--- src/rtl/ysyx_22040895_mdu_ctrl_if.sv ---
// Request/response bundle between the decode stage and the multiply/divide unit.
//   mduop_i  : 4-bit op (0001 mul, 0101 mulw, 1001 divw, 1101 remw, else no request)
//   src1_i   : rs1 operand
//   src2_i   : rs2 operand
//   flush_i  : pipeline flush, aborts any operation in flight
//   ready_o  : unit idle and able to accept
//   stall_o  : hold the pipeline while an operation is in flight
//   done_o   : one-cycle completion pulse
//   result_o : last completed result, held until the next completion
interface ysyx_22040895_mdu_ctrl_if;
  logic [3:0]  mduop_i;
  logic [63:0] src1_i;
  logic [63:0] src2_i;
  logic        flush_i;
  logic        ready_o;
  logic        stall_o;
  logic        done_o;
  logic [63:0] result_o;

  modport master (
    output mduop_i, src1_i, src2_i, flush_i,
    input  ready_o, stall_o, done_o, result_o
  );

  modport slave (
    input  mduop_i, src1_i, src2_i, flush_i,
    output ready_o, stall_o, done_o, result_o
  );
endinterface

--- src/rtl/ysyx_22040895_mdu_ctrl.sv ---
// Iterative multiply/divide unit.
//   mul  : 64-cycle radix-2 shift-add, low 64 bits of the product
//   mulw : 32-cycle shift-add on the low words, sign-extended low 32 bits
//   divw/remw : 32-cycle restoring division on magnitudes, signs fixed up
//               afterwards; divide-by-zero and INT_MIN/-1 finish at once.
// Ports:
//   clk  : clock, rising edge
//   rst  : asynchronous active-low reset
//   bus  : slave side of the mdu_ctrl interface (op, operands, flush in;
//          ready, stall, done, result out)
// Timeline: accept in cycle 0, CALC for K cycles, FIX, then DONE (done_o).
module ysyx_22040895_mdu_ctrl (
  input logic                      clk,
  input logic                      rst,
  ysyx_22040895_mdu_ctrl_if.slave  bus
);

  localparam logic [1:0] IDLE = 2'd0;
  localparam logic [1:0] CALC = 2'd1;
  localparam logic [1:0] FIX  = 2'd2;
  localparam logic [1:0] DONE = 2'd3;

  localparam logic [3:0] OP_MUL  = 4'b0001;
  localparam logic [3:0] OP_MULW = 4'b0101;
  localparam logic [3:0] OP_DIVW = 4'b1001;
  localparam logic [3:0] OP_REMW = 4'b1101;

  logic [1:0]  state;
  logic [3:0]  op_q;
  logic [6:0]  cnt;
  // mul: acc = partial product, mcand = shifted multiplicand, mplier = multiplier
  // div: acc[31:0] = partial remainder, mcand[31:0] = |divisor|,
  //      mplier[31:0] = dividend bits shifting out / quotient bits shifting in
  logic [63:0] acc, mcand, mplier;
  logic        neg_q, neg_r;
  logic [63:0] result_q;

  // ---------------- request decode ----------------
  logic        req_valid, req_div, div_zero, div_ovf, fast_path;
  logic [31:0] s1w, s2w, s1_mag, s2_mag;
  logic [63:0] fast_res;

  assign s1w       = bus.src1_i[31:0];
  assign s2w       = bus.src2_i[31:0];
  assign req_valid = (bus.mduop_i == OP_MUL)  || (bus.mduop_i == OP_MULW) ||
                     (bus.mduop_i == OP_DIVW) || (bus.mduop_i == OP_REMW);
  assign req_div   = bus.mduop_i[3];
  assign div_zero  = (s2w == 32'd0);
  assign div_ovf   = (s1w == 32'h8000_0000) && (s2w == 32'hFFFF_FFFF);
  assign fast_path = req_div && (div_zero || div_ovf);
  assign s1_mag    = s1w[31] ? (32'd0 - s1w) : s1w;
  assign s2_mag    = s2w[31] ? (32'd0 - s2w) : s2w;

  // bit 2 separates remw from divw among the divide ops
  always_comb begin
    fast_res = 64'd0;
    if (div_zero)
      fast_res = bus.mduop_i[2] ? {{32{s1w[31]}}, s1w} : 64'hFFFF_FFFF_FFFF_FFFF;
    else
      fast_res = bus.mduop_i[2] ? 64'd0 : 64'hFFFF_FFFF_8000_0000;
  end

  // ---------------- iteration step ----------------
  logic [32:0] rem_sh, diff;
  assign rem_sh = {acc[31:0], mplier[31]};
  assign diff   = rem_sh - {1'b0, mcand[31:0]};

  // ---------------- sign fix-up ----------------
  logic [31:0] q_s, r_s;
  logic [63:0] fix_res;
  assign q_s = neg_q ? (32'd0 - mplier[31:0]) : mplier[31:0];
  assign r_s = neg_r ? (32'd0 - acc[31:0])    : acc[31:0];

  always_comb begin
    fix_res = acc;
    case (op_q)
      OP_MULW: fix_res = {{32{acc[31]}}, acc[31:0]};
      OP_DIVW: fix_res = {{32{q_s[31]}}, q_s};
      OP_REMW: fix_res = {{32{r_s[31]}}, r_s};
      default: fix_res = acc;
    endcase
  end

  // ---------------- FSM + datapath ----------------
  always_ff @(posedge clk or negedge rst) begin
    if (!rst) begin
      state    <= IDLE;
      op_q     <= 4'd0;
      cnt      <= 7'd0;
      acc      <= 64'd0;
      mcand    <= 64'd0;
      mplier   <= 64'd0;
      neg_q    <= 1'b0;
      neg_r    <= 1'b0;
      result_q <= 64'd0;
    end else if (bus.flush_i) begin
      // abort wherever we are; result_q is deliberately left alone
      state <= IDLE;
      cnt   <= 7'd0;
    end else begin
      case (state)
        IDLE: if (req_valid) begin
          op_q  <= bus.mduop_i;
          neg_q <= s1w[31] ^ s2w[31];
          neg_r <= s1w[31];
          acc   <= 64'd0;
          if (fast_path) begin
            state    <= DONE;
            cnt      <= 7'd0;
            result_q <= fast_res;
          end else begin
            state <= CALC;
            cnt   <= (bus.mduop_i == OP_MUL) ? 7'd64 : 7'd32;
            if (req_div) begin
              mcand  <= {32'd0, s2_mag};
              mplier <= {32'd0, s1_mag};
            end else if (bus.mduop_i == OP_MUL) begin
              mcand  <= bus.src1_i;
              mplier <= bus.src2_i;
            end else begin
              mcand  <= {32'd0, s1w};
              mplier <= {32'd0, s2w};
            end
          end
        end
        CALC: begin
          if (op_q[3]) begin
            // restoring step: keep the subtraction only if it did not go negative
            acc[31:0]    <= diff[32] ? rem_sh[31:0] : diff[31:0];
            mplier[31:0] <= {mplier[30:0], ~diff[32]};
          end else begin
            if (mplier[0]) acc <= acc + mcand;
            mcand  <= {mcand[62:0], 1'b0};
            mplier <= {1'b0, mplier[63:1]};
          end
          cnt <= cnt - 7'd1;
          if (cnt == 7'd1) state <= FIX;
        end
        FIX: begin
          result_q <= fix_res;
          state    <= DONE;
        end
        default: state <= IDLE;
      endcase
    end
  end

  assign bus.ready_o  = (state == IDLE);
  assign bus.done_o   = (state == DONE);
  assign bus.stall_o  = ((state == IDLE) && req_valid && !bus.flush_i) ||
                        (state == CALC) || (state == FIX);
  assign bus.result_o = result_q;

endmodule

--- src/flat_wrapper.sv ---
// flat-port wrapper written by rule: the top's interface ports become plain ports
module ysyx_22040895_mdu_ctrl_flat 
  (clk, rst, bus_mduop_i, bus_src1_i, bus_src2_i, bus_flush_i, bus_ready_o, bus_stall_o, bus_done_o, bus_result_o);
  ysyx_22040895_mdu_ctrl_if bus_i ();
  input logic clk;
  input logic rst;
  input wire logic [$bits(bus_i.mduop_i)-1:0] bus_mduop_i;
  input wire logic [$bits(bus_i.src1_i)-1:0] bus_src1_i;
  input wire logic [$bits(bus_i.src2_i)-1:0] bus_src2_i;
  input wire logic [$bits(bus_i.flush_i)-1:0] bus_flush_i;
  output wire logic [$bits(bus_i.ready_o)-1:0] bus_ready_o;
  output wire logic [$bits(bus_i.stall_o)-1:0] bus_stall_o;
  output wire logic [$bits(bus_i.done_o)-1:0] bus_done_o;
  output wire logic [$bits(bus_i.result_o)-1:0] bus_result_o;
  assign bus_i.mduop_i = bus_mduop_i;
  assign bus_i.src1_i = bus_src1_i;
  assign bus_i.src2_i = bus_src2_i;
  assign bus_i.flush_i = bus_flush_i;
  assign bus_ready_o = bus_i.ready_o;
  assign bus_stall_o = bus_i.stall_o;
  assign bus_done_o = bus_i.done_o;
  assign bus_result_o = bus_i.result_o;
  ysyx_22040895_mdu_ctrl u_core (.clk(clk), .rst(rst), .bus(bus_i));
endmodule
--- config.mk ---
export PLATFORM = sky130hd
export DESIGN_NAME = ysyx_22040895_mdu_ctrl_flat
export DESIGN_NICKNAME = d
export VERILOG_FILES = /design/src/rtl/ysyx_22040895_mdu_ctrl_if.sv /design/src/rtl/ysyx_22040895_mdu_ctrl.sv /design/src/flat_wrapper.sv
export SDC_FILE = /design/constraint.sdc
export NUM_CORES = 1
export LEC_CHECK = 0
export CAP_MARGIN = 5
export CORE_ASPECT_RATIO = 0.9
export CORE_MARGIN = 4
export CORE_UTILIZATION = 45
export DETAILED_ROUTE_END_ITERATION = 8
export GPL_ROUTABILITY_DRIVEN = 0
export PLACE_DENSITY = 0.63
export SYNTH_ARGS = -nofsm -noshare
export SYNTH_HDL_FRONTEND = slang
export SYNTH_SLANG_ARGS = --single-unit
--- constraint.sdc ---
create_clock -name clk -period 4.3 [get_ports clk]
set_input_delay 0.43 -clock clk [delete_from_list [all_inputs] [get_ports clk]]
set_output_delay 0.43 -clock clk [all_outputs]
set_load 0.03 [all_outputs]
### Yosys cells after proc, flatten, opt, wreduce, memory -nomap -nowiden

Cells that the tools add are included.

* $add $sub $neg: 7
* equal/unequal tests: 21
* multiplexer cells: 40
* bitwise gates (word level): 3
* reduce and logical (&&, ||, !) cells: 24

Operator list (number)
* $mux W64: 16
* $pmux W64 S2: 4
* $mux W32: 9
* $pmux W64 S3: 1
* $sub A1 B32 Y32 const A: 4
* $add A64 B64 Y64: 1
* $eq A32 B32 Y1 const B: 2
* $sub A33 B32 Y33: 1
* $logic_not A32 Y1: 1
* $mux W7: 4
* $eq A4 B4 Y1 const B: 4
* $pmux W7 S2: 1
* $reduce_and A4 Y1: 3
* $reduce_and A5 Y1: 2
* $eq A4 B3 Y1 const B: 2
* $mux W2: 4
* $eq A7 B1 Y1 const B: 1
* $sub A7 B1 Y7 const B: 1
* $logic_or A1 B1 Y1: 6
* $ne A2 B1 Y1 const B: 3
* $ne A3 B2 Y1 const B: 2
* $pmux W2 S3: 1
* $eq A2 B2 Y1 const B: 2
* $eq A4 B1 Y1 const B: 1
* other kinds (12): 19

* register bits: 271
* input port bits: 135
* output and inout port bits: 67
* word-level logic and storage cells: 106

### Depth between registers and ports, before layout

Gate-level depths: netlist (run 1).

* depth after elaboration: 8
* mapped depth: 15
* depth with buffers taken out: 13

### Worst setup path before layout (run 1)

Ideal clock, no wire load.

* kind: input-to-reg
* start: in bus_src2_i[10]
* end: reg u_core.mcand[26]
* setup time: 0.127 ns
* data arrival time: 3.428 ns
* data required time: 4.173 ns
* setup slack: 0.744 ns
* stages: 12
* buffers on the path: 3
* cells stage by stage: or4_4 or4_4 or3_4 or2_4 or4_4 a21oi_4 a21o_1 a21o_1 buf_4 buf_6 buf_4 a21oi_1

* word-level cells in the longest chain between the ends: 6
* elaborated cells between the ends (all ways): 13
* classes of those cells: add/sub (1); eq/ne (2); mux (5); reduce/logical (5)

Ends and longest elaborated chain
* from (decl): RTL line flat_wrapper.sv:9 `input wire logic [$bits(bus_i.src2_i)-1:0] bus_src2_i;`
* $sub A1 B32 Y32 / $eq A32 B32 Y1 (equally long branches): RTL line ysyx_22040895_mdu_ctrl.sv:52, ysyx_22040895_mdu_ctrl.sv:49
* $mux W32 / $logic_and A1 B1 Y1 (equally long branches): RTL line ysyx_22040895_mdu_ctrl.sv:52, ysyx_22040895_mdu_ctrl.sv:49
* $mux W64 / $logic_or A1 B1 Y1 (equally long branches): RTL line ysyx_22040895_mdu_ctrl.sv:114, ysyx_22040895_mdu_ctrl.sv:50
* $mux W64 / $logic_and A1 B1 Y1 (equally long branches): RTL line ysyx_22040895_mdu_ctrl.sv:107, ysyx_22040895_mdu_ctrl.sv:50
* $mux W64 / $ne A2 B2 Y1 (equally long branches)
* $pmux W64 S2 / $reduce_and A5 Y1 (equally long branches)
* to (signal assigned): RTL line ysyx_22040895_mdu_ctrl.sv:115 `mcand <= {32'd0, s2_mag};`
* to (signal assigned): RTL line ysyx_22040895_mdu_ctrl.sv:118 `mcand <= bus.src1_i;`
* to (signal assigned): RTL line ysyx_22040895_mdu_ctrl.sv:121 `mcand <= {32'd0, s1w};`
* to (decl): RTL line ysyx_22040895_mdu_ctrl.sv:34 `logic [63:0] acc, mcand, mplier;`

Parallel ways exist; a longest one is shown, timed or not. The select of a mux whose other input is x is not followed.
A chain may end at the register's enable or synchronous reset.

### Worst setup path after layout (run 1)

* start: reg u_core.acc[0]
* end: reg u_core.acc[56]

* word-level cells in the longest chain between the ends: 4

Ends and longest elaborated chain
* from (decl): RTL line ysyx_22040895_mdu_ctrl.sv:34
* from (signal assigned): RTL line ysyx_22040895_mdu_ctrl.sv:129 `acc[31:0] <= diff[32] ? rem_sh[31:0] : diff[31:0];`
* from (signal assigned): RTL line ysyx_22040895_mdu_ctrl.sv:132 `if (mplier[0]) acc <= acc + mcand;`
* $add A64 B64 Y64: RTL line ysyx_22040895_mdu_ctrl.sv:132
* $mux W64: RTL line ysyx_22040895_mdu_ctrl.sv:132
* $mux W32: RTL line ysyx_22040895_mdu_ctrl.sv:127 `if (op_q[3]) begin`
* $pmux W64 S2: RTL line ysyx_22040895_mdu_ctrl.sv:101 `case (state)`

No other way between the ends. The select of a mux whose other input is x is not followed.

==> results of run 1 <==
tightest hold or removal path, delay by kind of cell:
kind,cells,cell delay [ns]
AO/OA/AOI/OAI,1,0.05
buffers and inverters,1,0.41
AND/OR/NAND/NOR,1,0.06
area by class of cell:
class,count,area [um^2],area share (%)
tap,624,780.7,3.034
multi-input combinational,2191,13810,53.67
inverter,74,277.8,1.079
timing repair buffer,307,2925,11.37
clock inverter,13,137.6,0.5348
sequential,271,6784,26.36
clock buffer,49,1020,3.962
cells in the mapped netlist (33+ instances only):
| cell | number |
|---|---|
| xor2_1 | 110 |
| nand2_1 | 310 |
| ha_1 | 106 |
| nor2_1 | 250 |
| o31ai_1 | 40 |
| a211oi_1 | 77 |
| o21a_1 | 35 |
| a21o_1 | 58 |
| mux2i_1 | 44 |
| clkbuf_1 | 155 |
| a22oi_1 | 80 |
| o21ai_0 | 254 |
| dfrtp_1 | 271 |
| a21oi_1 | 288 |
| nand3_1 | 33 |
| inv_1 | 72 |
| xnor2_1 | 56 |
metrics by stage:
stage          std cells  power, uW
2_1_floorplan       2735      12110
3_3_place_gp        3466      15510
3_5_place_dp        3466      15700
4_1_cts             3529      18840
5_1_grt             3529      20270
6_report            3529      18990
sequential cells by signal, summed over array words and instances, names as in the netlist:
name and flops:
u_core.state 2, u_core.mplier 64, u_core.bus.result_o 64, u_core.op_q 4, u_core.cnt 7, u_core.mcand 64
u_core.neg_r 1, u_core.neg_q 1, u_core.acc 64
timing repair:
item	in CTS	in global routing
hold buffers	1	0
hold endpoints to repair	7	0
gates resized for setup	0	0
power breakdown:
| group | switching, uW | internal, uW |
|---|---|---|
| combinational | 6840 | 4460 |
| sequential | 1210 | 3450 |
| clock | 1250 | 1780 |
how the worst min path moves through the flow:
stage                               from           endpoint  cells after the start
after floorplan                      rst      u_core.acc[0]                      0
after global placement    u_core.op_q[0]     u_core.op_q[0]                      1
after detailed placement  u_core.op_q[0]     u_core.op_q[0]                      1
after CTS                 bus_src2_i[63]  u_core.mplier[63]                      3
after global routing      bus_src2_i[63]  u_core.mplier[63]                      3
final                     bus_src2_i[63]  u_core.mplier[63]                      3
routing by layer:
layer	part of all wire [%]	vias up
met5	0	-
met4	2.4	0
met3	7.8	116
met2	43	881
met1	46	10465
li1	-	10351
logic make-up after synthesis:
kind of cell,after synthesis
mux,54
simple gates,796
flops,271
xor+xnor,166
fa+ha+maj,108
buf+inv,273
compound gates,1067
==> impl_metrics.json, run 1 <==
{
  "synth.distinct_cells": 81,
  "drive_gt1_share_pct": 7.263,
  "fin_nets": 3123,
  "std_cell_rows": 76,
  "ant_nets": 0,
  "antenna_cells": 0,
  "vias": 21813,
  "synth_top_family_by_area": "compound AO/OA/AOI/OAI gates",
  "use_met3_pct": 3.957,
  "cp_num_buf_inv": 1,
  "fillers": 4482,
  "yosysWarnings": 0,
  "rr_worst_depth": 13,
  "cts_inserted_buffers": 35,
  "synth_xor_area_share_pct": 6.707,
  "viasPerCell": 6.181,
  "slew_headroom_pct": 26.73,
  "p_leak_uw": 0.01083,
  "synth_area_mm2": 0.02168,
  "core_mm2": 0.04774,
  "synth_edf_count": 0,
  "postCtsSetupBuffers": 0,
  "finalClockSkew_ns": 0.01466,
  "final_cell_mix": "nand2_1, a21oi_1, dfrtp_1",
  "drc": 0,
  "wl_per_cell_um": 21.45,
  "grt_busiest_layer": "met1",
  "setup_tns_ns": 0,
  "synthMuxAreaShare_pct": 2.551,
  "holdCritPathClass": "input pin to flip-flop",
  "rsz0062_at_grt": "false",
  "die_h_um": 216.2,
  "synth_seq_cells": 271,
  "grt_max_degree": 106,
  "maxCapViolCount": 0,
  "crit_path_end_kind": "flip-flop",
  "grtUsageMet1_pct": 42.91,
  "slew_viol_final": 0,
  "power_density_mw_per_mm2": 737.9,
  "drt-total-wl_um": 75700,
  "crit_type": "flip-flop to flip-flop",
  "cts-root-buf": "clkbuf_16",
  "utilization_pct": 53.92,
  "reg2reg_to": "u_core.acc[56]",
  "synth-compound-area-share_pct": 31.31,
  "regToRegSetupSlack_ns": 0.37,
  "yosys.area.top_type": "dfrtp_1",
  "drt_first_iter_violations": 2398,
  "crit_family": "compound AO/OA/AOI/OAI gates",
  "worstSetupStartpointType": "flip-flop",
  "ys_top_cells_by_area": "dfrtp_1, a21oi_1, ha_1, o21ai_0, nand2_1",
  "portBuffers": 201,
  "status": "finished clean",
  "worstPathRequired_ns": 4.72,
  "slowest_stage": "dfrtp_1",
  "clk_latency_ns": 0.56,
  "ys_seq_area_share_pct": 31.28,
  "htreeDepth": 2,
  "path_max_fanout": 7,
  "worst-slew-pin-transition_ns": 1.099,
  "critPathMostFrequentCell": "o31a_1",
  "period_share_pct": 91.50,
  "clk_pin_slew_ns": 0.06,
  "yosys.area_share.adder_pct": 6.303,
  "syn-num-nets": 2978,
  "synth_top_cell_area_share_pct": 31.28,
  "worstPathArrival_ns": 4.36,
  "place_area_mm2": 0.02457,
  "ioPinCount": 202,
  "cp_cell_sequence": "ha_1 -> inv_1 -> fa_1 -> nor2b_1 -> o31a_1 -> o31a_1 -> o2111a_1 -> o21bai_1 -> a31oi_1 -> nor2_1 -> o31ai_1 -> xnor2_1 -> o21ai_0",
  "grt_pass1_vias": 20318,
  "dominantRegCellSynth": "dfrtp_1",
  "endpoint": "u_core.acc[56]",
  "grtUsageTotal_pct": 28.20,
  "whs_ns": 0.4268,
  "cts_tree": "built",
  "initial_core_util_pct": 45.41,
  "grt_pass1_wl_um": 117100,
  "cp_slowest_stage_delay_ns": 0.52,
  "synth_area_per_cell_um2": 7.926,
  "layout_commonest_cell": "nand2_1",
  "finalSetupViolCount": 0,
  "use_met2_pct": 42.18,
  "period_minus_slack_ns": 3.935,
  "dr.pass1.iters": 6,
  "max_freq_mhz": 254.2,
  "r2r_start": "u_core.acc[0]",
  "hold_viol": 0,
  "dp.final_hpwl_um": 56330,
  "critical_path_depth": 13,
  "areaGrowthSynthToFinish_pct": 18.72,
  "grt_overflow": 0,
  "die_x_um": 239.4,
  "postSynthCellCount": 2735,
  "layout_setup_ws_ns": 0.3654,
  "design_area_mm2": 0.02574,
  "synth-simple-area-share_pct": 16.52,
  "clockBufferDepth": 3,
  "ir_drop_mv": 0.3053,
  "dp_slack_ns": -0.02188,
  "antenna_found_initial": 0,
  "cp-startpoint": "u_core.acc[0]",
  "dieArea_mm2": 0.05175,
  "clkSinkCount": 271,
  "ys_async_sr_fraction_pct": 100.0
}
Note: power is estimated with default switching activity, not from simulation.
==> run 2, diff against run 1 <==
--- a/config.mk
+++ b/config.mk
@@ -5,6 +5,7 @@
 export SDC_FILE = /design/constraint.sdc
 export NUM_CORES = 1
 export LEC_CHECK = 0
+export ABC_AREA = 0
 export CAP_MARGIN = 5
 export CORE_ASPECT_RATIO = 0.9
 export CORE_MARGIN = 4
==> results of run 2 <==
Final layout, timing and power as in run 1 (identical DEF).
